File: src/rtl/dynode_pkg.sv
// dynode_pkg: shared widths, event record and FSM state for the dynode pile-up arbiter
package dynode_pkg;
  localparam int ENE_W = 12;
  localparam int CNT_W = 4;
  localparam int TIM_W = 24;
  localparam int STAT_W = 16;
  typedef enum logic [1:0] {S_IDLE, S_ISSUE, S_WAIT, S_HOLD} state_t;
  typedef struct packed {
    logic [ENE_W-1:0] energy;
    logic [CNT_W-1:0] ingcnt;
    logic [TIM_W-1:0] evntim;
  } event_t;
  function automatic logic [STAT_W-1:0] sat_inc(input logic [STAT_W-1:0] v);
    return &v ? v : v + 1'b1;
  endfunction
endpackage

File: src/rtl/dyn_evfifo.sv
// dyn_evfifo: show-ahead event FIFO; a full FIFO still takes a push when it pops that cycle
module dyn_evfifo
  import dynode_pkg::*;
#(
  parameter int DEPTH = 4
) (
  input  logic   clk,
  input  logic   reset_n,
  input  logic   push,
  input  logic   pop,
  input  event_t din,
  output event_t dout,
  output logic   empty,
  output logic   drop
);
  localparam int AW = $clog2(DEPTH);
  localparam int CW = AW + 1;
  event_t mem [DEPTH];
  logic [AW-1:0] wp, rp;
  logic [CW-1:0] count, cnt_nxt;
  logic full, do_push, do_pop;
  assign do_pop  = pop & ~empty;
  assign do_push = push & (~full | do_pop);
  assign drop    = push & ~do_push;
  assign dout    = mem[rp];
  assign cnt_nxt = count + CW'(do_push) - CW'(do_pop);
  always_ff @(posedge clk)
    if (do_push) mem[wp] <= din;
  always_ff @(posedge clk or negedge reset_n)
    if (!reset_n) begin
      wp    <= '0;
      rp    <= '0;
      count <= '0;
      full  <= 1'b0;
      empty <= 1'b1;
    end else begin
      wp    <= do_push ? wp + 1'b1 : wp;
      rp    <= do_pop ? rp + 1'b1 : rp;
      count <= cnt_nxt;
      full  <= cnt_nxt == CW'(DEPTH);
      empty <= cnt_nxt == '0;
    end
endmodule

File: src/rtl/dynode_pileup_arb.sv
// dynode_pileup_arb: round-robin arbiter feeding two channel event FIFOs through a
// shared pile-up correction unit, with timeout filtering and a held output handshake
module dynode_pileup_arb
  import dynode_pkg::*;
#(
  parameter int FIFO_DEPTH = 4,
  parameter int TMO_CYC    = 8
) (
  input  logic              clk,
  input  logic              reset_n,
  input  logic              en,
  input  logic              clr_cnt,
  input  logic              a_load,
  input  logic              b_load,
  input  logic [ENE_W-1:0]  a_energy,
  input  logic [ENE_W-1:0]  b_energy,
  input  logic [CNT_W-1:0]  a_ingcnt,
  input  logic [CNT_W-1:0]  b_ingcnt,
  input  logic [TIM_W-1:0]  a_evntim,
  input  logic [TIM_W-1:0]  b_evntim,
  output logic              pu_load,
  output logic [ENE_W-1:0]  pu_energy,
  output logic [CNT_W-1:0]  pu_ingcnt,
  output logic [TIM_W-1:0]  pu_evntim,
  input  logic              pu_done,
  input  logic [ENE_W-1:0]  pu_enecor,
  output logic              out_valid,
  input  logic              out_ready,
  output logic              out_chan,
  output logic [ENE_W-1:0]  out_enecor,
  output logic [TIM_W-1:0]  out_evntim,
  output logic [CNT_W-1:0]  out_ingcnt,
  output logic              busy,
  output logic [STAT_W-1:0] a_dropcnt,
  output logic [STAT_W-1:0] b_dropcnt,
  output logic [STAT_W-1:0] filt_cnt
);
  localparam int TW = $clog2(TMO_CYC + 1);
  state_t state;
  event_t a_dout, b_dout, work;
  logic a_empty, b_empty, a_drop, b_drop;
  logic go, gnt_b, last_b, pop_a, pop_b, work_chan, tmo_hit, filt_inc;
  logic [TW-1:0] tmo;
  dyn_evfifo #(.DEPTH(FIFO_DEPTH)) u_fifo_a (
    .clk(clk), .reset_n(reset_n), .push(a_load), .pop(pop_a),
    .din({a_energy, a_ingcnt, a_evntim}), .dout(a_dout), .empty(a_empty), .drop(a_drop)
  );
  dyn_evfifo #(.DEPTH(FIFO_DEPTH)) u_fifo_b (
    .clk(clk), .reset_n(reset_n), .push(b_load), .pop(pop_b),
    .din({b_energy, b_ingcnt, b_evntim}), .dout(b_dout), .empty(b_empty), .drop(b_drop)
  );
  // last_b resets high so A takes the first tie
  assign go        = state == S_IDLE && en && (!a_empty || !b_empty);
  assign gnt_b     = !b_empty && (a_empty || !last_b);
  assign pop_a     = go && !gnt_b;
  assign pop_b     = go && gnt_b;
  assign tmo_hit   = tmo == TW'(TMO_CYC - 1);
  assign filt_inc  = state == S_WAIT && !pu_done && tmo_hit;
  assign pu_load   = state == S_ISSUE;
  assign pu_energy = work.energy;
  assign pu_ingcnt = work.ingcnt;
  assign pu_evntim = work.evntim;
  assign busy      = state != S_IDLE;
  always_ff @(posedge clk or negedge reset_n)
    if (!reset_n) begin
      state      <= S_IDLE;
      last_b     <= 1'b1;
      work       <= '0;
      work_chan  <= 1'b0;
      tmo        <= '0;
      out_valid  <= 1'b0;
      out_chan   <= 1'b0;
      out_enecor <= '0;
      out_evntim <= '0;
      out_ingcnt <= '0;
    end else begin
      case (state)
        S_IDLE:
          if (go) begin
            work      <= gnt_b ? b_dout : a_dout;
            work_chan <= gnt_b;
            last_b    <= gnt_b;
            state     <= S_ISSUE;
          end
        S_ISSUE: begin
          tmo   <= '0;
          state <= S_WAIT;
        end
        S_WAIT:
          if (pu_done) begin
            out_valid  <= 1'b1;
            out_chan   <= work_chan;
            out_enecor <= pu_enecor;
            out_evntim <= work.evntim;
            out_ingcnt <= work.ingcnt;
            state      <= S_HOLD;
          end else if (tmo_hit) begin
            state <= S_IDLE;
          end else begin
            tmo <= tmo + 1'b1;
          end
        S_HOLD:
          if (out_ready) begin
            out_valid <= 1'b0;
            state     <= S_IDLE;
          end
        default: state <= S_IDLE;
      endcase
    end
  always_ff @(posedge clk or negedge reset_n)
    if (!reset_n) begin
      a_dropcnt <= '0;
      b_dropcnt <= '0;
      filt_cnt  <= '0;
    end else begin
      a_dropcnt <= clr_cnt ? '0 : a_drop ? sat_inc(a_dropcnt) : a_dropcnt;
      b_dropcnt <= clr_cnt ? '0 : b_drop ? sat_inc(b_dropcnt) : b_dropcnt;
      filt_cnt  <= clr_cnt ? '0 : filt_inc ? sat_inc(filt_cnt) : filt_cnt;
    end
endmodule
File: config.mk
export PLATFORM = sky130hd
export DESIGN_NAME = dynode_pileup_arb
export DESIGN_NICKNAME = d
export VERILOG_FILES = /design/src/rtl/dynode_pkg.sv /design/src/rtl/dyn_evfifo.sv /design/src/rtl/dynode_pileup_arb.sv
export SDC_FILE = /design/constraint.sdc
export NUM_CORES = 1
export LEC_CHECK = 0
export CAP_MARGIN = 10
export CORE_MARGIN = 10
export CORE_UTILIZATION = 50
export DETAILED_ROUTE_END_ITERATION = 8
export HOLD_SLACK_MARGIN = 0.1
export PLACE_DENSITY = 0.73
export SKIP_LAST_GASP = 1
export SLEW_MARGIN = 30
export SYNTH_ARGS = -nofsm -noshare
export SYNTH_HDL_FRONTEND = slang
export SYNTH_SLANG_ARGS = --single-unit
File: constraint.sdc
create_clock -name clk -period 3.8 [get_ports clk]
set_clock_uncertainty 0.2 [all_clocks]
set_input_delay 0.76 -clock clk [delete_from_list [all_inputs] [get_ports clk]]
set_output_delay 0.76 -clock clk [all_outputs]
set_load 0.01 [all_outputs]
==> summary.md, run 1 <==
| Metric | Value |
|---|---|
| Number of global-route vias before repair | approximately 11000 |
| Async set or reset register ratio after synthesis | 32.8% |
| Total instance count after detailed placement | 1811 |
| Clock network fraction of design power | 28.8% |
| Run status | completed |
| Area Overhead vs Synth | 25.3% |
| Period minus WS final | 2.99 ns |
| Origin of the critical flop-to-flop path | state[1] |
| Total number of vias | 10500 |
| Crit path launch | state[1] |
| Height of the die | 214 um |
| Area of the die | about 46000 um^2 |
| Overall track demand over capacity in global routing | 18.1% |
| Commonest non-fill, non-tap cells in the layout | sky130_fd_sc_hd__edfxtp_1, sky130_fd_sc_hd__clkdlybuf4s50_1, sky130_fd_sc_hd__dfrtp_1 |
| Kind of capture point of the worst setup path | flip-flop |
| Leakage power summed over all cells | 8.61 nW |
| Logic pwr share | about a quarter |
| Top flip-flop cell by instance count after synthesis | sky130_fd_sc_hd__edfxtp_1 |
| Clock Sinks | about 480 |
| Worst R2R Setup Slack | roughly 0.81 ns |
| Final-layout fill cell count | 2669 |
| Core region area | between 30000 and 40000 um^2 |
| Number of cells traversed by the worst register-to-register path | 8 |
| Instance area at placement | 21900 um^2 |
| IO buf count | 231 |
| Average detailed-routed wire length per instance | 21.9 um |
| Clk_lat worst skew | about 0.60 ns |
| Worst setup path end | u_fifo_a.empty |
| Final std cells w/o fill | 1907 |
| Number of pins with negative max-slew slack in the final report | 0 |
| Maximum VDD drop | 0.436 mV |
| Final cycle utilization of the critical path | 78.8% |
| Worst Path Required | between 4 and 5 ns |
| Antenna violations before repair | 7 |
| Instance count of the mapped netlist | approximately 1100 |
| Sequential element share of the synthesized area | a little under three quarters |
| CP max FO | 8 |
| Clock tree from TritonCTS | done |
| Path type of the worst min-delay path | flip-flop to flip-flop |
| Design Area, Final | 23600 um^2 |
| Switch share | 28.7% |
| Synth warnings | 0 |
| CTS H-Tree Depth | 2 |
| Router iterations before antenna repair | 5 |
| Final setup slack of the worst path | 0.807 ns |
| Crit path kind | flip-flop to flip-flop |
| Number of nets in the finished design | 1476 |
| Yosys reg bits | 476 |
| Actual slew at the worst max-slew pin | 0.889 ns |
| Distinct cells, synth | 72 |
| Starting Density | 50.3% |
| Worst slack at placement | 0.353 ns |
| Maximum number of pins on one net before global-route repair | between 70 and 80 |
| Maximum capacitance violations | 0 |
| Initial DRC count | ~700 |
| Arrival time of data at the critical path endpoint | 3.29 ns |
| Number of buffers added by the clock tree synthesis step | a little under 50 |
| Post-Synthesis Mean Instance Area | ~17 um^2 |
| Detailed Place HPWL | between 20000 and 30000 um |
| CP startpoint kind | flip-flop |
| Remaining DRCs | 0 |
| Wire length of the first global-routing pass | about 65000 um |
| Internal power of the cells | 12.0 mW |
| Sum of negative setup slack | 0 ns |
| Nets in the synthesized netlist | 1218 |
| Power density relative to cell area | 714 nW/um^2 |
| Sequential power share | 45.5% |
| Maximum buffer depth of the clock tree | 3 |
| Relative slew slack | 40.6% |
| Number of nets with antenna violations after detailed routing | 0 |
| Std cell rows | 71 |
| Root Buffer Master | sky130_fd_sc_hd__clkbuf_16 |
| RR Endpoint | u_fifo_a.empty |
| Most frequent standard cell in the layout excluding fill and tap cells | sky130_fd_sc_hd__edfxtp_1 |
| Number of enable-type register cells in the synthesized netlist | 320 |
| Hold Vio Cnt, Final | 0 |
| Routability congestion estimate | 0.816 |
| Layout cells sized above 1 | 18.9% |
| Max Clk Rate | 334 MHz |
| Worst min-delay path startpoint | pu_energy[10] |
| Cell area after technology mapping | about 19000 um^2 |
| Power, Total | roughly 17 mW |
| Chip Width | 214 um |
| Via-to-Cell Ratio | 5.51 |
| Total Routed Length | 41700 um |
| Switching power total | 4.84 mW |
| Total gr overflow | 0 |
| Count of final setup violators | 0 |
| Number of top-level design ports | 232 |
| Unrepaired setup endpoints after global routing | false |
| Clock transition time at the flip-flop clock pins of the worst setup and hold paths | 0.06 ns |
==> timing repair <==
item	4_1_cts	5_1_grt
resized for setup	0	0
setup endpoints to repair	0	0
hold buffers	1	0
buffers inserted	0	0
hold endpoints to repair	30	0
==> kinds of logic (layout without fill, tap and decap cells) <==
kind of cell | Yosys count | in the layout | synth area share, %
AOI/OAI and AO/OA | 90 | 90 | 3.81
muxes | 129 | 129 | 12.5
xor gates and xnor gates | 45 | 45 | 2.09
other | 0 | 2 | 0
DFF | 476 | 476 | 71.6
adders and majority gates | 23 | 23 | 1.60
and+or+nand+nor | 256 | 256 | 6.75
buffers and inverters | 76 | 375 | 1.64
==> cell type report <==
cell class / count / area (um^2) / area share (%)
inverter: 31 / 116 / 0.492
multi-input combinational: 543 / 5060 / 21.4
tap: 511 / 639 / 2.70
clock buffer: 72 / 1440 / 6.10
sequential: 476 / 13500 / 57.2
timing repair buffer: 252 / 2610 / 11.0
clock inverter: 20 / 245 / 1.04
antenna: 2 / 5.00 / 0.0212
==> worst max-delay path: stages, from the launching register on <==
cell and delay, ns:
sky130_fd_sc_hd__dfrtp_1 0.42, sky130_fd_sc_hd__inv_1 0.13, sky130_fd_sc_hd__ha_1 0.25, sky130_fd_sc_hd__o211ai_1 0.15
sky130_fd_sc_hd__or2_1 0.28, sky130_fd_sc_hd__a21boi_1 0.54, sky130_fd_sc_hd__ha_1 0.27, sky130_fd_sc_hd__fa_1 0.45
sky130_fd_sc_hd__nor3_1 0.22
==> cell usage after synthesis (4+ instances only) <==
library cell               count  area (um^2)
sky130_fd_sc_hd__clkbuf_1     30          113
sky130_fd_sc_hd__dfrtp_1     153         3830
sky130_fd_sc_hd__a31oi_1       4         25.0
sky130_fd_sc_hd__o21ai_0       4         20.0
sky130_fd_sc_hd__buf_1         5         18.8
sky130_fd_sc_hd__ha_1         21          263
sky130_fd_sc_hd__nor4_1       11         68.8
sky130_fd_sc_hd__xor2_1        7         61.3
sky130_fd_sc_hd__nor2b_1       4         25.0
sky130_fd_sc_hd__a22oi_1      40          300
sky130_fd_sc_hd__inv_1        28          105
sky130_fd_sc_hd__mux4_2       80         1800
sky130_fd_sc_hd__mux2_2       42          473
sky130_fd_sc_hd__nand3_1      18         90.1
sky130_fd_sc_hd__xnor2_1      38          333
sky130_fd_sc_hd__nor2_1       52          195
sky130_fd_sc_hd__and2_1       11         68.8
sky130_fd_sc_hd__nand4_1       9         56.3
sky130_fd_sc_hd__and3_1        5         31.3
sky130_fd_sc_hd__edfxtp_1    320         9610
sky130_fd_sc_hd__nand2_1     105          394
sky130_fd_sc_hd__buf_2         8         40.0
sky130_fd_sc_hd__mux2i_1       4         40.0
sky130_fd_sc_hd__a21oi_1      12         60.1
sky130_fd_sc_hd__nor3_1       13         65.1
==> metrics by stage <==
step,utilization (%),hold WS [ns]
final,63.1,0.266
after global routing,63.1,0.301
after CTS,63.0,0.273
after detailed placement,58.5,0.260
after global placement,58.5,0.254
after floorplan,-,0.243
==> registers in the layout (all words and copies together), names as in the netlist, 2 cells and up <==
name and cells:
a_dropcnt 16, b_dropcnt 16, filt_cnt 16, out_enecor 12, out_evntim 24, out_ingcnt 4
pu_energy 12, pu_evntim 24, pu_ingcnt 4, state 2, tmo 4, u_fifo_a.count 3
u_fifo_a.mem 160, u_fifo_a.rp 2, u_fifo_a.wp 2, u_fifo_b.count 3, u_fifo_b.mem 160, u_fifo_b.rp 2
u_fifo_b.wp 2
==> worst min path at each step <==
stage,end,slack (ns),cells after the start
4_1_cts,pu_energy[10],0.27,2
2_1_floorplan,work_chan,0.24,2
6_report,pu_energy[10],0.27,2
3_3_place_gp,pu_energy[8],0.25,2
5_1_grt,last_b,0.30,2
3_5_place_dp,pu_energy[10],0.26,2
==> metal layers <==
layer | GRT usage [%] | part of all wire (%) | vias to the layer above
met2 | 29.3 | 48 | 316
met1 | 24.2 | 43 | 5410
met4 | 5.27 | 1.8 | 10
li1 | - | - | 4718
met3 | 4.25 | 6.5 | 58
met5 | 0 | 0.13 | -
==> power by group through the flow <==
stage	Combinational (mW)	Clock [mW]	Sequential, mW
2_1_floorplan	2.69	0	7.45
3_3_place_gp	4.24	0	7.83
3_5_place_dp	4.32	0	7.89
4_1_cts	4.34	4.96	7.81
5_1_grt	4.71	5.15	7.85
6_report	4.34	4.86	7.68
(Power assumes the default switching activity.)
==> run 2, diff against run 1 <==
- PLACE_DENSITY: 0.73 -> 0.76
- clock period: 3.8 -> 2.4 ns (I/O delays scaled with it)
==> run 2 against run 1 <==
- core utilization increased by 2.2 points
- clock power grew 50%
- non-clock buffer count increased by 62
- largest cell class unchanged
- hold slack lost 0.019 ns
- flip-flop and latch count unchanged
- die area unchanged
- the run now ends with setup timing left
- wire length grew 11%
- critical path depth grew 1
- critical endpoint is now u_fifo_a.full
- power up 64%
- via count rose by 4.7%
==> summary.md, run 2 (synthesis results as in run 1) <==
| Metric | Value |
|---|---|
| Run status | complete, but fails checks |
| Failing checks | setup timing |
| Worst hold slack | 0.247 ns |
| Area of the die | 45900 um^2 |
| Top Layer Used | met5 |
| Biggest registers after layout | u_fifo_a.mem (160), u_fifo_b.mem (160) |
| Root Buffer Master | sky130_fd_sc_hd__clkbuf_16 |
| Maximum number of pins on one net before global-route repair | 55 |
| Chip Width | about 210 um |
| Clock tree from TritonCTS | done |
| WL met1 | approximately 18000 um |
| Final-layout fill cell count | 2568 |
| Path type of the worst min-delay path | input pin to asynchronous set/reset pin |
| Worst Path Required | 2.68 ns |
| Routability congestion estimate | about 0.80 |
| Actual slew at the worst max-slew pin | 0.614 ns |
| Clk_lat worst skew | 0.57 ns |
| Met2 Wirelength | about 23000 um |
| Commonest non-fill, non-tap cells in the layout | sky130_fd_sc_hd__edfxtp_1, sky130_fd_sc_hd__clkdlybuf4s50_1, sky130_fd_sc_hd__dfrtp_1 |
| Number of nets with antenna violations after detailed routing | 0 |
| Starting Density | approximately half |
| Kind of capture point of the worst setup path | flip-flop |
| Leakage power summed over all cells | 9.00 nW |
| Wire length of the first global-routing pass | 69300 um |
| IO buf count | 231 |
| Number of pins with negative max-slew slack in the final report | 0 |
| Power density relative to cell area | 1130 nW/um^2 |
| Detailed Place HPWL | approximately 30000 um |
| Maximum capacitance violations | 0 |
| Final std cells w/o fill | 1968 |
| Number of nets in the finished design | 1537 |
| Maximum VDD drop | 0.731 mV |
| Crit path launch | state[1] |
| CP max FO | 3 |
| Total number of vias | 11000 |
| Number of buffers added by the clock tree synthesis step | 48 |
| Origin of the critical flop-to-flop path | state[1] |
| Overall track demand over capacity in global routing | between 15 and 20% |
| Most frequent standard cell in the layout excluding fill and tap cells | sky130_fd_sc_hd__edfxtp_1 |
| CP startpoint kind | flip-flop |
| Crit path kind | flip-flop to flip-flop |
| Arrival time of data at the critical path endpoint | 2.73 ns |
| Core region area | 37500 um^2 |
| Number of top-level design ports | between 200 and 250 |
| Routed wl met3 | 3650 um |
| Clock transition time at the flip-flop clock pins of the worst setup and hold paths | 0.06 ns |
| Number of global-route vias before repair | 11500 |
| Via-to-Cell Ratio | roughly 5.6 |
| Final setup slack of the worst path | -0.0490 ns |
| Antenna violations before repair | 6 |
| Std cell rows | 71 |
| Total gr overflow | 0 |
| Final cycle utilization of the critical path | 102% |
| Total instance count after detailed placement | 1860 |
| Hold Vio Cnt, Final | 0 |
| Initial DRC count | 962 |
| Worst slack at placement | -0.432 ns |
| Router iterations before antenna repair | 5 |
| Count of final setup violators | 72 |
| Period minus WS final | about 2.4 ns |
| Sum of negative setup slack | -0.927 ns |
| Max Clk Rate | 408 MHz |
| Height of the die | 214 um |
| Utilization after layout | 65.3% |
| Layout cells sized above 1 | between 20 and 25% |
| Area Overhead vs Synth | 29.8% |
| Relative slew slack | 59.1% |
| Unrepaired setup endpoints after global routing | true |
| Maximum buffer depth of the clock tree | 3 |
| Clock Sinks | 476 |
| Remaining DRCs | 0 |
| CTS H-Tree Depth | 2 |
| Average detailed-routed wire length per instance | about 23 um |
| Total Routed Length | ~46000 um |
## run 2: cell types whose count changed in the layout (fill, tap and decap cells not counted), moves of 7 or more
cell / before / now
sky130_fd_sc_hd__buf_12: 11 / 30
sky130_fd_sc_hd__clkbuf_1: 10 / 17
sky130_fd_sc_hd__and2_2: 8 / 0
sky130_fd_sc_hd__clkbuf_8: 13 / 4
sky130_fd_sc_hd__buf_4: 9 / 43
sky130_fd_sc_hd__and2_4: 0 / 9
## run 2: final cells by class
class                   count  area (um^2)  share of cell area (%)
multi-input cells         543         5220                    21.3
diodes                      3         7.51                  0.0307
flip-flops and latches    476        13500                    55.2
well taps                 511          639                    2.61
inverters                  31          123                   0.501
repair buffers            314         3430                    14.0
clock inverters            21          223                   0.909
clock buffers              69         1320                    5.39
## run 2: power by group
| group | internal (mW) | switching [mW] | leakage [nW] | total, mW |
|---|---|---|---|---|
| combinational | 4.60 | 4.16 | 3.31 | 8.76 |
| sequential | 10.8 | 0.940 | 4.93 | 11.7 |
| clock | 4.19 | 3.10 | 0.748 | 7.29 |
| total | 19.6 | 8.20 | 9.00 | 27.8 |
## run 2: path summary, 6_finish.rpt
kind | depth (start not counted) | slack (ns) | endpoint
setup / recovery | 9 | -0.05 | u_fifo_a.full
hold / removal | 2 | 0.25 | a_dropcnt[14]
setup reg to reg | 9 | -0.05 | u_fifo_a.full
hold reg to reg | 2 | 0.27 | pu_energy[5]
max in group asynchronous | 3 | 1.11 | u_fifo_b.rp[0]
min in group clk | 2 | 0.27 | pu_energy[5]
## run 2: critical path, stage by stage (launching register included)
cell	delay, ns
sky130_fd_sc_hd__dfrtp_1	0.39
sky130_fd_sc_hd__inv_2	0.08
sky130_fd_sc_hd__ha_4	0.15
sky130_fd_sc_hd__o211ai_1	0.10
sky130_fd_sc_hd__or2_1	0.27
sky130_fd_sc_hd__buf_4	0.16
sky130_fd_sc_hd__a21boi_4	0.18
sky130_fd_sc_hd__ha_4	0.16
sky130_fd_sc_hd__fa_2	0.46
sky130_fd_sc_hd__nor3b_2	0.20
## run 2: what timing repair did
item                                    in CTS  in global routing
hold endpoints to repair                    96                  0
resized for setup                            2                  8
hold buffers                                 1                  0
cloned                                       0                  7
pin swaps                                    2                  8
endpoints found under the setup margin       4                149
setup buffers                                4                  3
## run 2: through the flow
step,power (mW),area [um^2]
3_5_place_dp,20.4,22700
6_report,27.8,24500
2_1_floorplan,16.3,19000
4_1_cts,27.8,24300
3_3_place_gp,20.1,22700
5_1_grt,29.0,24500
## run 2: metal layers
layer	up-vias	track usage (%)
met2	444	32.1
li1	4844	-
met1	5646	24.6
met5	-	0
met4	6	5.22
met3	70	5.43
